--- config.mk ---
export PLATFORM = sky130hd
export DESIGN_NAME = ddr3_port_arbiter
export DESIGN_NICKNAME = d
export VERILOG_FILES = /design/src/rtl/ddr3_arb_pkg.sv /design/src/rtl/ddr3_rd_tag_fifo.sv /design/src/rtl/ddr3_port_arbiter.sv
export SDC_FILE = /design/constraint.sdc
export NUM_CORES = 1
export LEC_CHECK = 0
export ABC_AREA = 1
export ABC_CLOCK_PERIOD_IN_PS = 3600
export CAP_MARGIN = 20
export CELL_PAD_IN_SITES_DETAIL_PLACEMENT = 1
export CELL_PAD_IN_SITES_GLOBAL_PLACEMENT = 1
export CORE_AREA = 2 2 552 554
export DETAILED_ROUTE_END_ITERATION = 10
export DIE_AREA = 0 0 554 556
export GPL_ROUTABILITY_DRIVEN = 0
export HOLD_SLACK_MARGIN = 0.12
export PLACE_DENSITY = 0.35
export SLEW_MARGIN = 0
export SYNTH_ARGS = -nofsm -noshare
export SYNTH_HDL_FRONTEND = slang
export SYNTH_SLANG_ARGS = --single-unit
--- constraint.sdc ---
create_clock -name ui_clk -period 3.6 [get_ports ui_clk]
set_input_delay 0.72 -clock ui_clk [delete_from_list [all_inputs] [get_ports ui_clk]]
set_output_delay 0.72 -clock ui_clk [all_outputs]
set_load 0.02 [all_outputs]
--- src/rtl/ddr3_arb_pkg.sv ---
// Shared types and constants for the DDR3 MIG port arbiter.
package ddr3_arb_pkg;

  // Arbiter FSM encoding; WAIT_CAL is the all-zero reset state.
  typedef enum logic [1:0] {
    ST_WAIT_CAL = 2'd0,
    ST_ARB      = 2'd1,
    ST_BURST    = 2'd2
  } arb_state_t;

  // MIG app_cmd encodings.
  localparam logic [2:0] CMD_WR = 3'd0;
  localparam logic [2:0] CMD_RD = 3'd1;

  // One 256-bit beat covers 8 DDR words, so the address advances by 8.
  localparam int BURST_STEP = 8;

  // Ceiling log2, never below 1 so single-entry indices still get a bit.
  function automatic int clog2_min1(input int n);
    int r;
    r = 0;
    while ((1 << r) < n) r = r + 1;
    if (r < 1) r = 1;
    return r;
  endfunction

endpackage

--- src/rtl/ddr3_rd_tag_fifo.sv ---
// Synchronous FIFO of port indices for in-order read-data routing.
// Pushes while full and pops while empty are ignored.
module ddr3_rd_tag_fifo
  import ddr3_arb_pkg::*;
#(
  parameter int WIDTH = 1,
  parameter int DEPTH = 32,
  localparam int AW = clog2_min1(DEPTH)
) (
  input  logic             clk,
  input  logic             rst,
  input  logic             push,
  input  logic [WIDTH-1:0] push_data,
  input  logic             pop,
  output logic [WIDTH-1:0] head,
  output logic             full,
  output logic             empty,
  output logic [AW:0]      count
);

  logic [WIDTH-1:0] mem [DEPTH];
  logic [AW-1:0]    wr_ptr;
  logic [AW-1:0]    rd_ptr;
  logic             do_push;
  logic             do_pop;

  assign full    = (count == (AW+1)'(DEPTH));
  assign empty   = (count == '0);
  assign do_push = push & ~full;
  assign do_pop  = pop & ~empty;
  assign head    = mem[rd_ptr];

  // Storage: no reset needed, validity is tracked by count.
  always_ff @(posedge clk) begin
    if (do_push) mem[wr_ptr] <= push_data;
  end

  // Pointers and occupancy; simultaneous push/pop leaves count unchanged.
  always_ff @(posedge clk) begin
    if (rst) begin
      wr_ptr <= '0;
      rd_ptr <= '0;
      count  <= '0;
    end else begin
      if (do_push) wr_ptr <= wr_ptr + AW'(1);
      if (do_pop)  rd_ptr <= rd_ptr + AW'(1);
      case ({do_push, do_pop})
        2'b10:   count <= count + (AW+1)'(1);
        2'b01:   count <= count - (AW+1)'(1);
        default: count <= count;
      endcase
    end
  end

endmodule

--- src/rtl/ddr3_port_arbiter.sv ---
// Round-robin burst arbiter sharing one MIG app_* interface among
// NUM_PORTS requesters, with a tag FIFO steering read data back in order.
//
// Handshakes: req_valid is held by the requester until the one-cycle
// req_ready pulse; a command transfers to the MIG in any cycle where
// app_en is high and app_rdy (plus app_wdf_rdy for writes) is high, and
// app_en is only raised in such cycles, so app_en itself marks a transfer.
module ddr3_port_arbiter
  import ddr3_arb_pkg::*;
#(
  parameter int NUM_PORTS = 2,
  parameter int ADDR_W    = 29,
  parameter int DATA_W    = 256,
  parameter int LEN_W     = 8,
  parameter int TAG_DEPTH = 32
) (
  input  logic                        ui_clk,
  input  logic                        rst,
  input  logic                        init_calib_complete,
  input  logic [NUM_PORTS-1:0]        req_valid,
  input  logic [NUM_PORTS-1:0]        req_cmd,
  input  logic [NUM_PORTS*ADDR_W-1:0] req_addr,
  input  logic [NUM_PORTS*LEN_W-1:0]  req_len,
  output logic [NUM_PORTS-1:0]        req_ready,
  input  logic [NUM_PORTS*DATA_W-1:0] wr_data,
  output logic [NUM_PORTS-1:0]        wr_data_req,
  output logic [NUM_PORTS-1:0]        burst_done,
  output logic [DATA_W-1:0]           rd_data,
  output logic [NUM_PORTS-1:0]        rd_valid,
  output logic                        err_rd_orphan,
  output logic [ADDR_W-1:0]           app_addr,
  output logic                        app_en,
  output logic [2:0]                  app_cmd,
  output logic                        app_wdf_wren,
  output logic                        app_wdf_end,
  output logic [DATA_W-1:0]           app_wdf_data,
  input  logic                        app_rdy,
  input  logic                        app_wdf_rdy,
  input  logic                        app_rd_data_valid,
  input  logic [DATA_W-1:0]           app_rd_data,
  output arb_state_t                  fsm_state
);

  localparam int PW  = clog2_min1(NUM_PORTS);
  localparam int TAW = clog2_min1(TAG_DEPTH);

  arb_state_t         state_q;
  arb_state_t         state_d;
  logic [PW-1:0]      rr_ptr;
  logic [PW-1:0]      cur_port;
  logic [ADDR_W-1:0]  cur_addr;
  logic [LEN_W-1:0]   cur_len;
  logic               cur_cmd;
  logic [LEN_W-1:0]   beat_cnt;

  logic               grant_any;
  logic [PW-1:0]      grant_idx;
  logic [ADDR_W-1:0]  grant_addr;
  logic [LEN_W-1:0]   grant_len;
  logic               fire;
  logic               wr_fire;

  logic [PW-1:0]      tag_head;
  logic               tag_full;
  logic               tag_empty;
  logic [TAW:0]       tag_count;

  function automatic logic [NUM_PORTS-1:0] port_onehot(input logic [PW-1:0] p);
    port_onehot    = '0;
    port_onehot[p] = 1'b1;
  endfunction

  // Cyclic priority search: first requester at or after rr_ptr wins.
  always_comb begin
    grant_any = 1'b0;
    grant_idx = '0;
    for (int i = 0; i < NUM_PORTS; i++) begin
      if (!grant_any && req_valid[(int'(rr_ptr) + i) % NUM_PORTS]) begin
        grant_any = 1'b1;
        grant_idx = PW'((int'(rr_ptr) + i) % NUM_PORTS);
      end
    end
  end

  assign grant_addr = req_addr[grant_idx*ADDR_W +: ADDR_W];
  assign grant_len  = req_len[grant_idx*LEN_W +: LEN_W];

  // Next state, grant/done pulses and the per-beat fire condition.
  always_comb begin
    state_d    = state_q;
    req_ready  = '0;
    burst_done = '0;
    fire       = 1'b0;
    case (state_q)
      ST_WAIT_CAL: begin
        if (init_calib_complete) state_d = ST_ARB;
      end
      ST_ARB: begin
        if (grant_any) begin
          req_ready[grant_idx] = 1'b1;
          // A zero-length burst is acknowledged and completed on the spot.
          if (grant_len == '0) burst_done[grant_idx] = 1'b1;
          else                 state_d = ST_BURST;
        end
      end
      ST_BURST: begin
        fire = cur_cmd ? (app_rdy & ~tag_full) : (app_rdy & app_wdf_rdy);
        if (fire && (beat_cnt == cur_len - LEN_W'(1))) begin
          burst_done[cur_port] = 1'b1;
          state_d              = ST_ARB;
        end
      end
      default: state_d = ST_WAIT_CAL;
    endcase
  end

  assign wr_fire      = fire & ~cur_cmd;
  assign app_en       = fire;
  assign app_cmd      = (state_q == ST_BURST && cur_cmd) ? CMD_RD : CMD_WR;
  assign app_addr     = cur_addr;
  assign app_wdf_wren = wr_fire;
  assign app_wdf_end  = wr_fire;
  assign wr_data_req  = wr_fire ? port_onehot(cur_port) : '0;
  assign app_wdf_data = (state_q == ST_BURST && !cur_cmd) ?
                        wr_data[cur_port*DATA_W +: DATA_W] : '0;
  assign fsm_state    = state_q;

  // FSM state, burst context latched at grant, address/beat advance.
  always_ff @(posedge ui_clk) begin
    if (rst) begin
      state_q       <= ST_WAIT_CAL;
      rr_ptr        <= '0;
      cur_port      <= '0;
      cur_addr      <= '0;
      cur_len       <= '0;
      cur_cmd       <= 1'b0;
      beat_cnt      <= '0;
      err_rd_orphan <= 1'b0;
    end else begin
      state_q <= state_d;
      if (state_q == ST_ARB && grant_any) begin
        rr_ptr   <= (grant_idx == PW'(NUM_PORTS - 1)) ? '0 : grant_idx + PW'(1);
        cur_port <= grant_idx;
        cur_addr <= grant_addr;
        cur_len  <= grant_len;
        cur_cmd  <= req_cmd[grant_idx];
        beat_cnt <= '0;
      end
      if (fire) begin
        cur_addr <= cur_addr + ADDR_W'(BURST_STEP);
        beat_cnt <= beat_cnt + LEN_W'(1);
      end
      if (app_rd_data_valid && tag_count == '0) err_rd_orphan <= 1'b1;
    end
  end

  ddr3_rd_tag_fifo #(
    .WIDTH (PW),
    .DEPTH (TAG_DEPTH)
  ) u_tag_fifo (
    .clk       (ui_clk),
    .rst       (rst),
    .push      (fire & cur_cmd),
    .push_data (cur_port),
    .pop       (app_rd_data_valid),
    .head      (tag_head),
    .full      (tag_full),
    .empty     (tag_empty),
    .count     (tag_count)
  );

  assign rd_data  = app_rd_data;
  assign rd_valid = (app_rd_data_valid && !tag_empty) ? port_onehot(tag_head) : '0;

endmodule
==> impl_metrics.csv, run 1 <==
group,metric,value,unit
run_status,status,"completed",
power_and_ir_drop,power.leakage,8.760,nW
power_and_ir_drop,p_per_area,284.3,nW/um2
setup_path,cp-end-kind,"primary output",
setup_path,r2r-start,"fsm_state[0]",
floorplan,core,302000,um2
placed_design,hpwl,145200,um
sta,skew,0.02489,ns
setup_path,critPathArrivalTime,2.79,ns
route,drt_iter0_markers,766,
sta,fmax,285.2,MHz
cts,clock_latency,0.40,ns
global_route,grt.total_usage,9.916,%
job,maxCapViolations,0,
global_route,grt_antenna_before_repair,88,
route,vias,16240,
cells_and_area,nNetsFinal,3500,
cells_and_area,nFillCells,36250,
power_and_ir_drop,power_frac_clock,17.4,%
cells_and_area,area_growth,119.5,%
cells_and_area,final_common_cell,"clkdlybuf4s50_1",
cells_and_area,mostFrequentLayoutCells,"clkdlybuf4s50_1, nand2_1, a21oi_1, buf_4, nor2_1",
sta,setup_violations,0,
hold_path,min_path_type,"register to register",
setup_path,crit_slowest_cell,"clkdlybuf4s50_1",
cells_and_area,drive_gt1_share,11.18,%
route,wl_per_cell,24.03,um
sta,slew_violations,0,
cts,clkTransAtPathRegs,0.08,ns
floorplan,num_rows,202,
yosys,ys_seq_elements,104,
route,routed_via_density,2.448,
power_and_ir_drop,p_comb_share,60.8,%
power_and_ir_drop,intPower,3.979,mW
setup_path,worst_path_most_repeated_cell,"buf_12",
cts,post_cts_buffers,0,
yosys,synth-edff-count,32,
yosys,synth_cell_types,52,
floorplan,die_h,556,um
setup_path,crit_type,"register to primary output",
sta,min_period,3.506,ns
sta,holdWs,0.4745,ns
global_route,grt_pass1_wl,196900,um
power_and_ir_drop,p_sw,3.277,mW
cts,hold_buffers,0,
hold_path,hold_start,"rr_ptr",
setup_path,crit_required,2.88,ns
cts,cts_sinks,104,
yosys,syn_area,11630,um2
yosys,synthArstFlopShare,0,%
route,ant_nets,0,
cts,cts_tree,"built",
power_and_ir_drop,ir_worst_vdd,0.2339,mV
setup_path,cp_max_fo,30,
setup_path,crit_path_cell_trace,"inv_1, ha_1, nand2_4, buf_12, buf_12, a21oi_1, clkdlybuf4s50_1",
setup_path,cp_slowest_stage_delay,0.67,ns
global_route,grt.overflow.total,0,
power_and_ir_drop,switching_share,45.16,%
route,drt-total-wl,159400,um
sta,tightest_slew,0.7919,ns
floorplan,initial_core_util,3.851,%
floorplan,io_pins,1410,
placed_design,port_buffers,895,
yosys,ys_seq_area_share,20.66,%
global_route,grt_max_degree,44,
floorplan,dieWidth,554,um
sta,finalCritPeriodShare,97.39,%
sta,setup_tns,0,ns
yosys,ys.flop_type,"dfxtp_1",
cts,root_buffer,"clkbuf_16",
global_route,first_global_vias,17220,
setup_path,critPathLaunch,"fsm_state[0]",
power_and_ir_drop,seqPwrFrac,21.8,%
yosys,postSynthAreaPerCell,5.895,um2
yosys,synth_cells,1973,
cells_and_area,layout.cells.non_filler,6632,
sta,rsz0062_at_grt,"false",
sta,slew_headroom,47.21,%
floorplan,die_area,308000,um2
yosys,yosysWarnings,0,
placed_design,placed_cells,6601,
sta,finalHoldViolCount,0,
cts,htreeDepth,3,
setup_path,startpoint_type,"register",
route,firstDrtPassIters,4,
cts,cts_buffers,9,
cts,clockBufferDepth,2,
route,drcViolationCount,0,
## area by class of cell
type                            instances  area (um2)  area share [%]
Inverter                               98       377.9           1.481
Clock buffer                            9       225.2          0.8824
Sequential cell                       104        2406           9.427
Timing Repair Buffer                 1022       10920           42.79
Tap cell                             3978        4977           19.50
Clock inverter                          7       126.4          0.4951
Antenna cell                           15       37.54          0.1471
Multi-Input combinational cell       1399        6451           25.28
## timing repair
| item | 4_1_cts | 5_1_grt |
|---|---|---|
| endpoints found under the hold margin | 0 | 0 |
| resized for setup | 4 | 3 |
| endpoints found under the setup margin | 3 | 4 |
## cell usage after synthesis (all sizes together), types with 2 or more instances
master / count / share of area, %
inv: 97 / 3.2
a31oi: 12 / 0.65
nand4: 8 / 0.48
nand3b: 8 / 0.52
xor2: 16 / 1.3
nand2: 733 / 24
o221ai: 9 / 0.68
or2: 7 / 0.38
buf: 282 / 18
ha: 14 / 1.5
nor3: 21 / 1.0
dfxtp: 72 / 12
xnor2: 9 / 0.68
o211ai: 16 / 1.0
edfxtp: 32 / 8.3
o21ai: 60 / 2.6
nand3: 45 / 2.0
clkbuf: 91 / 2.9
and2: 2 / 0.11
a211oi: 6 / 0.43
a21oi: 292 / 13
nor2: 121 / 4.1
o21bai: 8 / 0.52
## state kept, by name, summed over array words and instances, names as in the netlist, 2 cells and up, named ones only
register           cells
u_tag_fifo.wr_ptr      5
fsm_state              2
u_tag_fifo.count       6
cur_len                8
beat_cnt               8
u_tag_fifo.mem        32
app_addr              29
u_tag_fifo.rd_ptr      5
## cells by family after synthesis
family | after synthesis | share of synthesized area (%)
buffers and inverters | 471 | 24.07
flip-flops | 104 | 20.66
other | 1 | 0.03224
multiplexers | 1 | 0.08607
AND/OR/NAND/NOR | 948 | 32.87
adder cells (fa/ha/maj) | 14 | 1.506
XOR/XNOR | 25 | 1.947
AO/OA/AOI/OAI | 409 | 18.84
## path summary, 6_finish.rpt
kind	end	slack, ns	cells after the start
worst max-delay path	app_wdf_data[177]	0.09	7
worst min-delay path	rr_ptr	0.47	2
worst max register to register	u_tag_fifo.count[4]	0.86	16
worst min register to register	rr_ptr	0.47	2
## critical path: cells and delay by family, from the launching register on
kind,cells,cell delay [ns]
flip-flops,1,0.34
adder cells (fa/ha/maj),1,0.23
AND/OR/NAND/NOR,1,0.19
AO/OA/AOI/OAI,1,0.27
buffers and inverters,4,1.24
## metrics by stage
step	util [%]	power [mW]	cell area [um2]	worst slack [ns]
final	8.450	7.256	25520	0.09392
after global routing	8.439	7.817	25490	0.002407
after CTS	8.434	7.514	25470	0.004034
after detailed placement	8.318	6.167	25120	-0.2718
after global placement	8.318	6.165	25120	-0.2700
after floorplan	-	3.763	11630	0.7413
## power groups by stage
stage | sequential (mW) | combinational [mW] | clock (mW)
5_1_grt | 1.62 | 4.83 | 1.36
3_5_place_dp | 1.62 | 4.55 | 0
6_report | 1.58 | 4.41 | 1.26
4_1_cts | 1.59 | 4.58 | 1.34
3_3_place_gp | 1.62 | 4.55 | 0
2_1_floorplan | 1.63 | 2.13 | 0
## routing by layer
layer | GRT usage, % | up-vias | share of wire [%] | wire [um]
li1 | - | 7427 | - | -
met1 | 10.88 | 7611 | 38 | 60870
met2 | 15.69 | 832 | 44 | 70480
met3 | 6.406 | 317 | 14 | 22590
met4 | 2.633 | 50 | 3.2 | 5106
met5 | 0 | - | 0.21 | 331
(Power assumes the default switching activity.)
==> run 2: changes to the inputs <==
--- a/config.mk
+++ b/config.mk
@@ -6,16 +6,16 @@
 export NUM_CORES = 1
 export LEC_CHECK = 0
 export ABC_AREA = 1
-export ABC_CLOCK_PERIOD_IN_PS = 3600
+export ABC_CLOCK_PERIOD_IN_PS = 3200
 export CAP_MARGIN = 20
 export CELL_PAD_IN_SITES_DETAIL_PLACEMENT = 1
 export CELL_PAD_IN_SITES_GLOBAL_PLACEMENT = 1
-export CORE_AREA = 2 2 552 554
+export CORE_AREA = 2 2 556 558
 export DETAILED_ROUTE_END_ITERATION = 10
-export DIE_AREA = 0 0 554 556
+export DIE_AREA = 0 0 558 560
 export GPL_ROUTABILITY_DRIVEN = 0
 export HOLD_SLACK_MARGIN = 0.12
-export PLACE_DENSITY = 0.35
+export PLACE_DENSITY = 0.36
 export SLEW_MARGIN = 0
 export SYNTH_ARGS = -nofsm -noshare
 export SYNTH_HDL_FRONTEND = slang
==> constraint.sdc (replaced) <==
create_clock -name ui_clk -period 3.2 [get_ports ui_clk]
set_input_delay 0.64 -clock ui_clk [delete_from_list [all_inputs] [get_ports ui_clk]]
set_output_delay 0.64 -clock ui_clk [all_outputs]
set_load 0.02 [all_outputs]
==> run 2 against run 1 <==
Effect of this change: hold slack improved by 0.0071 ns; sequential cell count stayed put; critical endpoint is now app_wdf_data[57]; highest routed layer unchanged; die area is 1.4% higher; cell count increased by 2.5%; via count barely moved; total power up 12%; critical path type unchanged; register-to-register slack got worse by 0.41 ns; first-iteration DRC count is 27% higher; cell area up 3.9%; global-route usage increased by 0.22 points; clock power shrank 5%; worst setup slack improved by 0.033 ns; largest power group unchanged.
==> impl_metrics.csv, run 2 (synthesis results as in run 1) <==
group,metric,value,unit
setup_path,cp_max_fo,68,
sta,finalHoldViolCount,0,
cells_and_area,nNetsFinal,3521,
cts,clkTransAtPathRegs,0.09,ns
route,vias,16250,
floorplan,dieWidth,558,um
sta,rsz0062_at_grt,"true",
setup_path,r2r_setup_slack,0.45,ns
sta,min_period,3.073,ns
setup_path,startpoint_type,"register",
cells_and_area,mostFrequentLayoutCells,"nand2_1, clkdlybuf4s50_1, a21oi_1, buf_4, buf_12",
route,drt_iter0_markers,975,
global_route,grt_max_degree,69,
power_and_ir_drop,p_per_area,307.5,nW/um2
global_route,grt.overflow.total,0,
cts,post_cts_buffers,0,
power_and_ir_drop,power.leakage,9.964,nW
setup_path,crit_type,"register to primary output",
sta,holdWs,0.4816,ns
route,wl_per_cell,24.27,um
setup_path,rr_endpoint,"u_tag_fifo.count[4]",
sta,tightest_slew,0.5982,ns
floorplan,initial_core_util,3.788,%
cells_and_area,layout.cells.non_filler,6797,
global_route,grt.total_usage,10.14,%
power_and_ir_drop,ir_worst_vdd,0.2228,mV
cells_and_area,final_core_util,8.636,%
sta,setup_violations,0,
cells_and_area,area_growth,128.0,%
cells_and_area,drive_gt1_share,15.68,%
sta,setup_slack,0.1273,ns
setup_path,crit_required,2.56,ns
hold_path,min_path_type,"register to register",
route,drcViolationCount,0,
job,maxCapViolations,0,
setup_path,critPathArrivalTime,2.43,ns
setup_path,endpoint,"app_wdf_data[57]",
cts,hold_buffers,0,
floorplan,core,307100,um2
floorplan,die_area,312500,um2
cts,clock_latency,0.39,ns
cts,cts_buffers,9,
placed_design,preCtsSetupSlack,-0.5911,ns
global_route,grt_pass1_wl,202600,um
sta,slew_violations,0,
global_route,grt_antenna_before_repair,78,
cts,clockBufferDepth,2,
sta,slew_headroom,60.25,%
route,ant_nets,0,
floorplan,num_rows,204,
global_route,first_global_vias,17170,
placed_design,placed_cells,6764,
sta,finalCritPeriodShare,96.02,%
run_status,status,"completed",
cells_and_area,final_common_cell,"nand2_1",
cells_and_area,regMostFlops,"u_tag_fifo.mem",
sta,fmax,325.4,MHz
setup_path,critPathLaunch,"fsm_state[0]",
floorplan,die_h,560,um
cells_and_area,largest_reg_flops,32,
cts,htreeDepth,3,
route,firstDrtPassIters,5,
cts,cts_tree,"built",
cts,cts_sinks,104,
setup_path,r2r-start,"u_tag_fifo.count[3]",
floorplan,io_pins,1410,
sta,skew,0.02401,ns
setup_path,reg2reg_depth,14,
setup_path,cp-end-kind,"primary output",
route,routed_via_density,2.390,
placed_design,hpwl,150700,um
placed_design,port_buffers,895,
route,drt-total-wl,165000,um
cts,root_buffer,"clkbuf_16",
[run 2: critical path, cell delays in order (launching register included)]
cell and delay (ns):
dfxtp_1 0.35, inv_1 0.11, ha_2 0.24, nand2_4 0.14, buf_16 0.21, buf_6 0.27, a21oi_1 0.28, buf_4 0.21
buf_12 0.11
[run 2: power breakdown]
group / switching (mW) / internal [mW] / total, mW / leakage (nW)
registers: 0.257 / 1.54 / 1.80 / 0.884
logic: 2.86 / 2.29 / 5.16 / 8.93
clock network: 0.603 / 0.597 / 1.20 / 0.149
[run 2: area by class of cell]
type	instances	area [um2]
Sequential cell	104	2410
Fill cell	36810	280500
Clock inverter	4	42.54
Multi-Input combinational cell	1399	6608
Inverter	98	386.6
Timing Repair Buffer	1043	11610
Tap cell	4120	5155
Clock buffer	12	259.0
Antenna cell	17	42.54
[run 2: per-stage QoR]
stage                     total power [mW]   TNS (ns)  area [um2]
after floorplan                      4.234          0       11630
after detailed placement             7.151     -1.015       25970
after global routing                 8.828  -0.004005       26500
after CTS                            8.440          0       26320
final                                8.153          0       26520
after global placement               7.136    -0.9963       25970
[run 2: worst min-delay path by stage]
stage,startpoint,to,slack (ns),cells after the start
floorplan,rr_ptr,rr_ptr,0.44,2
global placement,rr_ptr,rr_ptr,0.48,2
detailed placement,rr_ptr,rr_ptr,0.47,2
CTS,rr_ptr,rr_ptr,0.49,2
global route,rr_ptr,rr_ptr,0.50,2
finish,rr_ptr,rr_ptr,0.48,2
[run 2: metal layers]
layer	global-route usage, %	vias to the layer above	share of wire (%)
met2	16.88	926	46
met1	10.65	7515	37
met5	0	-	0.19
met4	2.661	32	3.3
met3	6.206	311	14
li1	-	7463	-
[run 2: what timing repair did]
action / CTS / global route
gates resized for setup: 100 / 57
endpoints found under the setup margin: 128 / 50
pin swaps: 1 / 2
hold endpoints to repair: 0 / 0
==> run 3: changes to the inputs <==
--- a/config.mk
+++ b/config.mk
@@ -15,7 +15,7 @@
 export DIE_AREA = 0 0 558 560
 export GPL_ROUTABILITY_DRIVEN = 0
 export HOLD_SLACK_MARGIN = 0.12
-export PLACE_DENSITY = 0.36
+export PLACE_DENSITY = 0.3
 export SLEW_MARGIN = 0
 export SYNTH_ARGS = -nofsm -noshare
 export SYNTH_HDL_FRONTEND = slang
==> run 3 against run 2 <==
Effect of this change: the run now ends with negative setup slack left; sequential power barely moved; register-to-register slack about the same; via count up 1.7%; cell count rose by 0.28%; hold slack gained 0.0020 ns; largest power group unchanged; sequential share of layout area hardly changed; highest routed layer unchanged; routed wire length up 7.3%; count of clock-buffer cells in the layout fell by 2.
==> impl_metrics.csv, run 3 (synthesis results as in run 1) <==
group,metric,value,unit
global_route,grt.overflow.total,0,
cells_and_area,final_common_cell,"nand2_1",
setup_path,crit_required,2.56,ns
cts,clockBufferDepth,2,
setup_path,reg2reg_depth,16,
floorplan,die_h,560,um
route,drt-total-wl,177000,um
sta,skew,0.01257,ns
route,drt_iter0_markers,652,
setup_path,cp_max_fo,54,
sta,setup_tns,-0.03800,ns
setup_path,cp_num_buf_inv,5,
hold_path,min_path_type,"register to register",
power_and_ir_drop,finalPower,8.240,mW
cts,hold_buffers,0,
sta,setup_violations,2,
job,maxCapViolations,0,
global_route,grt.total_usage,10.92,%
setup_path,worst_path_most_repeated_cell,"buf_12",
global_route,grt_pass1_wl,216400,um
cells_and_area,drive_gt1_share,16.49,%
placed_design,hpwl,161600,um
route,vias,16520,
cells_and_area,nFillCells,36700,
sta,finalCritPeriodShare,101.1,%
power_and_ir_drop,power_frac_clock,14.3,%
sta,fmax,309.2,MHz
cells_and_area,largest_reg_flops,32,
global_route,grt_use_met2,18.12,%
power_and_ir_drop,power.leakage,9.523,nW
power_and_ir_drop,seqPwrFrac,21.8,%
power_and_ir_drop,p_comb_share,63.9,%
floorplan,initial_core_util,3.788,%
power_and_ir_drop,p_per_area,312.0,nW/um2
setup_path,path_depth,8,
global_route,first_global_vias,17610,
route,routed_via_density,2.424,
route,drcViolationCount,0,
placed_design,port_buffers,895,
floorplan,dieWidth,558,um
cts,clock_latency,0.38,ns
cts,clkTransAtPathRegs,0.08,ns
cts,htreeDepth,3,
route,ant_nets,0,
setup_path,critPathArrivalTime,2.59,ns
cells_and_area,nNetsFinal,3535,
sta,finalHoldViolCount,0,
setup_path,crit_slowest_cell,"a21oi_1",
setup_path,cp-end-kind,"primary output",
sta,rsz0062_at_grt,"true",
global_route,use_met1,12.00,%
setup_path,cp_slowest_stage_delay,0.49,ns
cts,post_cts_buffers,0,
setup_path,cp_top_family,"buffers and inverters",
run_status,failed_checks,"negative setup slack",
floorplan,die_area,312500,um2
cts,cts_buffers,9,
global_route,grt.busiest_layer,"met2",
cts,cts_sinks,104,
cells_and_area,mostFrequentLayoutCells,"nand2_1, clkdlybuf4s50_1, a21oi_1, buf_4, buf_12",
floorplan,num_rows,204,
route,firstDrtPassIters,5,
setup_path,startpoint_type,"register",
power_and_ir_drop,ir_worst_vdd,0.2449,mV
global_route,grt_antenna_before_repair,114,
cells_and_area,area_growth,127.1,%
sta,tightest_slew,0.7473,ns
floorplan,core,307100,um2
sta,min_period,3.234,ns
power_and_ir_drop,intPower,4.433,mW
setup_path,crit_path_cell_trace,"inv_1, ha_2, buf_12, nand2_4, buf_12, buf_12, a21oi_1, buf_4",
power_and_ir_drop,switching_share,46.20,%
cts,cts_tree,"built",
floorplan,io_pins,1410,
sta,slew_headroom,49.72,%
power_and_ir_drop,p_sw,3.807,mW
placed_design,placed_cells,6778,
global_route,grtUsageMet3,6.166,%
cells_and_area,regMostFlops,"u_tag_fifo.mem",
cts,root_buffer,"clkbuf_16",
route,wl_per_cell,25.97,um
sta,setup_slack,-0.03409,ns
sta,slew_violations,0,
run_status,status,"finished, violations left",
cells_and_area,layout.cells.non_filler,6816,
hold_path,whs_path_depth,2,
global_route,grt_max_degree,65,
setup_path,crit_type,"register to primary output",
[run 3: per-stage QoR]
stage / area, um2 / util (%) / worst slack, ns / hold slack (ns)
finish: 26410 / 8.601 / -0.03409 / 0.4837
global route: 26360 / 8.584 / -0.06044 / 0.5249
CTS: 26290 / 8.560 / -0.1054 / 0.5002
detailed placement: 25880 / 8.427 / -0.4198 / 0.4817
global placement: 25880 / 8.427 / -0.4501 / 0.4594
floorplan: 11630 / - / 0.3709 / 0.4411
[run 3: final cells by class]
class	instances	area [um2]	share of cell area (%)
inverter	98	382.9	1.450
clock inverter	6	55.05	0.2085
clock buffer	10	229.0	0.8670
tap	4120	5155	19.52
timing repair buffer	1057	11480	43.48
multi-input combinational	1399	6640	25.14
antenna	22	55.05	0.2085
sequential	104	2411	9.129
[run 3: worst paths after layout]
kind / slack [ns] / start / end
hold / removal: 0.48 / err_rd_orphan / err_rd_orphan
setup reg to reg: 0.44 / fsm_state[0] / u_tag_fifo.count[4]
setup / recovery: -0.03 / fsm_state[0] / app_wdf_data[60]
hold reg to reg: 0.48 / err_rd_orphan / err_rd_orphan
[run 3: what timing repair did]
| item | in CTS | in global routing |
|---|---|---|
| endpoints found under the setup margin | 111 | 34 |
| cloned | 0 | 0 |
| gates resized for setup | 104 | 27 |
| pin swaps | 0 | 0 |
| hold endpoints to repair | 0 | 0 |
[run 3: power groups by stage]
stage	Combinational [mW]	Sequential (mW)	Clock, mW
2_1_floorplan	2.40	1.83	0
3_3_place_gp	5.44	1.84	0
3_5_place_dp	5.44	1.84	0
4_1_cts	5.49	1.81	1.28
5_1_grt	5.79	1.84	1.30
6_report	5.27	1.79	1.18
[run 3: tightest hold or removal path: cells and delay by family (launching register included)]
kind	cells	cell delay, ns
flops	1	0.33
simple gates	2	0.12
[run 3: routing by layer]
layer	vias to the layer above	share of wire, %
met5	-	0.25
met4	40	2.6
met3	345	13
met2	910	46
met1	7730	38
li1	7498	-
